$ cat src/rtl/fft_twiddle_mul.sv
// Complex sample x twiddle multiplier, 3-stage pipeline, with generator period slot tracking.
// Optional macro TWIDDLE_ROUND_EN selects round-half-up before the shift; default build truncates.
module fft_twiddle_mul #(
    parameter int DW     = 16,
    parameter int WW     = 16,
    parameter int WFRAC  = 14,
    parameter int PERIOD = 33
) (
    input  logic                 clk,
    input  logic                 rst_n,
    input  logic                 in_valid,
    input  logic signed [DW-1:0] x_real,
    input  logic signed [DW-1:0] x_imag,
    input  logic signed [WW-1:0] W_real,
    input  logic signed [WW-1:0] W_imag,
    output logic                 out_valid,
    output logic signed [DW-1:0] y_real,
    output logic signed [DW-1:0] y_imag,
    output logic [5:0]           out_index
);

    localparam int PW = DW + WW;
    localparam int SW = PW + 1;
    localparam logic [5:0] LAST_SLOT = 6'(PERIOD - 1);

    logic [5:0]           r_slot;

    logic                 r_s1_vld;
    logic                 r_s1_byp;
    logic signed [DW-1:0] r_s1_xr;
    logic signed [DW-1:0] r_s1_xi;
    logic signed [WW-1:0] r_s1_wr;
    logic signed [WW-1:0] r_s1_wi;
    logic [5:0]           r_s1_slot;

    logic                 r_s2_vld;
    logic                 r_s2_byp;
    logic signed [DW-1:0] r_s2_xr;
    logic signed [DW-1:0] r_s2_xi;
    logic [5:0]           r_s2_slot;
    logic signed [PW-1:0] r_s2_prr;
    logic signed [PW-1:0] r_s2_pii;
    logic signed [PW-1:0] r_s2_pri;
    logic signed [PW-1:0] r_s2_pir;

    logic                 r_s3_vld;
    logic signed [DW-1:0] r_s3_yr;
    logic signed [DW-1:0] r_s3_yi;
    logic [5:0]           r_s3_idx;

    logic signed [SW-1:0] w_rnd;
    logic signed [SW-1:0] w_re;
    logic signed [SW-1:0] w_im;
    logic signed [SW-1:0] w_re_sh;
    logic signed [SW-1:0] w_im_sh;

`ifdef TWIDDLE_ROUND_EN
    assign w_rnd = {{(SW-WFRAC){1'b0}}, 1'b1, {(WFRAC-1){1'b0}}};
`else
    assign w_rnd = '0;
`endif

    // One extra bit holds the worst case (-2^(DW-1))*(-2^(WW-1)) summed twice.
    assign w_re    = SW'(r_s2_prr) - SW'(r_s2_pii) + w_rnd;
    assign w_im    = SW'(r_s2_pri) + SW'(r_s2_pir) + w_rnd;
    assign w_re_sh = w_re >>> WFRAC;
    assign w_im_sh = w_im >>> WFRAC;

    function automatic logic signed [DW-1:0] sat(input logic signed [SW-1:0] v);
        if ((&v[SW-1:DW-1]) || !(|v[SW-1:DW-1]))
            return v[DW-1:0];
        else if (v[SW-1])
            return {1'b1, {(DW-1){1'b0}}};
        else
            return {1'b0, {(DW-1){1'b1}}};
    endfunction

    always_ff @(posedge clk or negedge rst_n) begin
        if (!rst_n) begin
            r_slot    <= '0;
            r_s1_vld  <= 1'b0;
            r_s1_byp  <= 1'b0;
            r_s1_xr   <= '0;
            r_s1_xi   <= '0;
            r_s1_wr   <= '0;
            r_s1_wi   <= '0;
            r_s1_slot <= '0;
            r_s2_vld  <= 1'b0;
            r_s2_byp  <= 1'b0;
            r_s2_xr   <= '0;
            r_s2_xi   <= '0;
            r_s2_slot <= '0;
            r_s2_prr  <= '0;
            r_s2_pii  <= '0;
            r_s2_pri  <= '0;
            r_s2_pir  <= '0;
            r_s3_vld  <= 1'b0;
            r_s3_yr   <= '0;
            r_s3_yi   <= '0;
            r_s3_idx  <= '0;
        end else begin
            if (in_valid)
                r_slot <= (r_slot == LAST_SLOT) ? '0 : r_slot + 6'd1;

            r_s1_vld  <= in_valid;
            r_s1_byp  <= (W_real == '0) && (W_imag == '0);
            r_s1_xr   <= x_real;
            r_s1_xi   <= x_imag;
            r_s1_wr   <= W_real;
            r_s1_wi   <= W_imag;
            r_s1_slot <= r_slot;

            r_s2_vld  <= r_s1_vld;
            r_s2_byp  <= r_s1_byp;
            r_s2_xr   <= r_s1_xr;
            r_s2_xi   <= r_s1_xi;
            r_s2_slot <= r_s1_slot;
            r_s2_prr  <= PW'(r_s1_xr) * PW'(r_s1_wr);
            r_s2_pii  <= PW'(r_s1_xi) * PW'(r_s1_wi);
            r_s2_pri  <= PW'(r_s1_xr) * PW'(r_s1_wi);
            r_s2_pir  <= PW'(r_s1_xi) * PW'(r_s1_wr);

            // Output data only moves on valid samples so it holds through gaps.
            r_s3_vld <= r_s2_vld;
            if (r_s2_vld) begin
                r_s3_yr  <= r_s2_byp ? r_s2_xr : sat(w_re_sh);
                r_s3_yi  <= r_s2_byp ? r_s2_xi : sat(w_im_sh);
                r_s3_idx <= r_s2_slot;
            end
        end
    end

    assign out_valid = r_s3_vld;
    assign y_real    = r_s3_yr;
    assign y_imag    = r_s3_yi;
    assign out_index = r_s3_idx;

endmodule
$ cat config.mk
export PLATFORM = sky130hd
export DESIGN_NAME = fft_twiddle_mul
export DESIGN_NICKNAME = d
export VERILOG_FILES = /design/src/rtl/fft_twiddle_mul.sv
export SDC_FILE = /design/constraint.sdc
export NUM_CORES = 2
export LEC_CHECK = 0
export CAP_MARGIN = 20
export CORE_MARGIN = 4
export CORE_UTILIZATION = 55
export CTS_BUF_LIST = sky130_fd_sc_hd__clkbuf_4 sky130_fd_sc_hd__clkbuf_8
export CTS_CLUSTER_DIAMETER = 40
export DETAILED_ROUTE_END_ITERATION = 12
export PLACE_DENSITY_LB_ADDON = 0.2
export SETUP_SLACK_MARGIN = 0.02
export SYNTH_ARGS = -nofsm -noshare
export SYNTH_HDL_FRONTEND = slang
export SYNTH_SLANG_ARGS = --single-unit
$ cat constraint.sdc
create_clock -name clk -period 17.95 [get_ports clk]
set_input_delay 5.385 -clock clk [delete_from_list [all_inputs] [get_ports clk]]
set_output_delay 5.385 -clock clk [all_outputs]
set_load 0.05 [all_outputs]
==> run_results.csv <==
group,metric,value,unit
cts,cts_resized,0,
min_path,hold_path_class,"flip-flop to flip-flop",
cts,ctsHtreeMaxLevel,3,
cts,cts_tree,"yes",
synthesis,ys_ff_latch,285,
final_layout,area_delta_synth_final,7.58,%
grt,grt-ovfl-total,0,
critical_path,critPathMaxFanout,17,
synthesis,synth_cell_types,88,
synthesis,syn_inst,5159,
place,preCtsSetupSlack,10.26,ns
synthesis,synth_edf_count,0,
synthesis,syn_avg_cell_area,9.71,um2
final_layout,regArea,0.00713,mm2
sta,finalCriticalPeriod,7.51,ns
sta,fmax,133,MHz
place,io_buffer_count,105,
synthesis,async_flop_share,1.00,
grt,grt_antenna_before_repair,5,
final_layout,fin_util,0.598,
critical_path,worstReg2RegStart,"r_s1_wr[7]",
cts,clock_tree.root_cell,"clkbuf_8",
critical_path,crit_top_cell,"fa_1",
place,post-dp-hpwl,85700,um
critical_path,worstSetupPathType,"flip-flop to flip-flop",
place,routabilityCongestion,0.864,
critical_path,critPathArrivalTime,8.15,ns
die,die_h,310,um
detailed_routing,num_vias,34300,
synthesis,syn_nets,6666,
sta,relSlewSlack,0.292,
grt,grt_pass1_vias,36700,
detailed_routing,top_layer_used,"met4",
sta,drv_slew,0,
detailed_routing,drt_pass1_iterations,5,
cts,clock_sinks,285,
synthesis,seq_area_frac_synth,0.142,
final_layout,nFillCells,7732,
die,die-area,0.0960,mm2
cts,ctsHoldBuffers,0,
die,die_w,310,um
synthesis,synth_flop_cell,"dfrtp_1",
die,num_io_pins,106,
critical_path,cp.required,18.59,ns
cts,clk_latency,0.72,ns
grt,grt_pass1_wl,194000,um
die,coreArea,0.0901,mm2
sta,hold_viol_final,0,
detailed_routing,wl,116000,um
final_layout,final_nets,6694,
critical_path,cp-startpoint,"r_s1_wr[7]",
final_layout,drive_gt1_frac,0.0479,
detailed_routing,wl_met1,50600,um
sta,finalClockSkew,0.0507,ns
sta,setup_slack,10.44,ns
critical_path,slowest_stage,"dfrtp_1",
sta,hold_ws,0.347,ns
synthesis,yosysWarnings,0,
grt,grt_max_degree,102,
die,start_util,0.556,
critical_path,rr_worst_depth,25,
sta,tightest_slew,1.05,ns
min_path,hp-start,"r_s1_vld",
detailed_routing,dr_wl_met3,8510,um
critical_path,end_kind,"flip-flop",
detailed_routing,routedWlPerCell,18.0,um
detailed_routing,drtIter0Drc,2340,
cts,cts_made_buffers,70,
sta,setup_tns,0,ns
final_layout,multi_input_area,0.0376,mm2
cts,clock_path_buffers,3,
sta,finalSetupViolCount,0,
cts,post-cts-setup-buffers,0,
sta,fin_crit_sh,0.418,
detailed_routing,drtAntennaViolNets,0,
flow_run,maxCapViolCount,0,
critical_path,startpoint_type,"flip-flop",
detailed_routing,routed-wl-met2,52100,um
detailed_routing,drcViolationCount,0,
outcome,status,"completed",
synthesis,syn_area,0.0501,mm2
cts,path_clk_slew,0.06,ns
die,rows,110,
grt,grt_util_all_layers,0.259,
critical_path,slowest_delay,0.85,ns
sta,rsz0062_at_grt,"false",
detailed_routing,via_per_inst,5.35,
min_path,min_path_cells,0,
[cell type report]
type | count | share of cell area
Antenna cell | 3 | 0.000139
Multi-Input combinational cell | 3463 | 0.698
Sequential cell | 285 | 0.132
Tap cell | 1176 | 0.0273
Timing Repair Buffer | 177 | 0.0296
Clock inverter | 36 | 0.00775
Clock buffer | 88 | 0.0214
Inverter | 1190 | 0.0829
[cells by family (layout without fill, tap and decap cells)]
family                     Yosys count  in the layout  share of synthesized area
muxes                                8              8                    0.00177
other                                0              3                          0
xor gates and xnor gates           173            173                     0.0304
AOI/OAI and AO/OA                  474            474                     0.0645
and+or+nand+nor                   1367           1367                      0.138
adders and majority gates         1441           1441                      0.517
DFF                                285            285                      0.142
buffers and inverters             1411           1491                      0.106
[per-stage QoR]
step | instance area (um2) | instances
2_1_floorplan | 50100 | 5159
3_3_place_gp | 52300 | 6291
3_5_place_dp | 52300 | 6291
4_1_cts | 53900 | 6415
5_1_grt | 53900 | 6417
6_report | 53900 | 6418
[cells in the final DEF, fill, tap and decap left out, drive strengths merged, types with 9 or more instances in the layout]
cell              n
nor2b            16
o21a             17
o2111ai          10
xor2             38
clkinvlp         11
nand2           544
a21oi           148
and3             10
or3               9
nand3b           31
clkbuf           88
dfrtp           285
o21ai            99
a21o             62
nand3            27
ha              392
and2            497
o31ai             9
nor2            118
a211oi           11
clkinv           16
nand2b           36
nand4            32
fa             1048
nor4             10
nor3             27
inv            1194
o211ai           27
clkdlybuf4s50   104
buf              73
xnor2           135
o21bai           25
a31oi            12
[synthesized netlist by cell type, types with 12 or more instances]
cell type | count | area (um2)
inv_1 | 1189 | 4460
o21ai_0 | 93 | 465
fa_1 | 1048 | 21000
o21a_1 | 16 | 120
nand4_1 | 31 | 194
nand3_1 | 27 | 135
nor3_1 | 27 | 135
nor2b_1 | 16 | 100
a21oi_2 | 12 | 105
ha_1 | 392 | 4900
nand2_1 | 544 | 2040
nand2b_1 | 35 | 219
o211ai_1 | 26 | 195
a21o_1 | 61 | 458
a21oi_1 | 133 | 666
o21bai_1 | 25 | 188
nand3b_1 | 31 | 233
and2_1 | 497 | 3110
xor2_1 | 38 | 333
xnor2_1 | 134 | 1170
dfrtp_1 | 285 | 7130
nor2_1 | 118 | 443
clkbuf_1 | 211 | 792
[state kept, by name (all words and copies together) (netlist names), 6 cells and up]
name,flops
out_index,6
r_s1_slot,6
r_s1_wi,16
r_s1_wr,16
r_s1_xi,16
r_s1_xr,16
r_s2_pii,32
r_s2_pir,32
r_s2_pri,32
r_s2_prr,32
r_s2_slot,6
r_s2_xi,16
r_s2_xr,16
r_slot,6
y_imag,16
y_real,16
[per-layer routing]
layer  up-vias  track usage
met1     17600        0.371
met4         0       0.0930
met3       178       0.0523
li1      15500            -
met5         -            0
met2      1009        0.395
[worst paths after layout]
check / end / slack [ns]
setup / recovery: r_s2_pir[31] / 10.44
hold / removal: r_s2_vld / 0.35
setup reg to reg: r_s2_pir[31] / 10.44
hold reg to reg: r_s2_vld / 0.35
min in group asynchronous: r_s1_xr[1] / 4.70
max in group asynchronous: r_s1_xi[5] / 11.14
[critical path, delay by kind of cell (launching register included)]
family                   cells  cell delay, ns
XOR/XNOR                     1            0.13
flip-flops                   1            0.85
adder cells (fa/ha/maj)      7            3.32
AND/OR/NAND/NOR              4            0.72
buffers and inverters        6            0.62
AO/OA/AOI/OAI                7            1.80
Power is not shown: default switching activity piles up to over one toggle a cycle in this logic, so the estimate is an artifact.
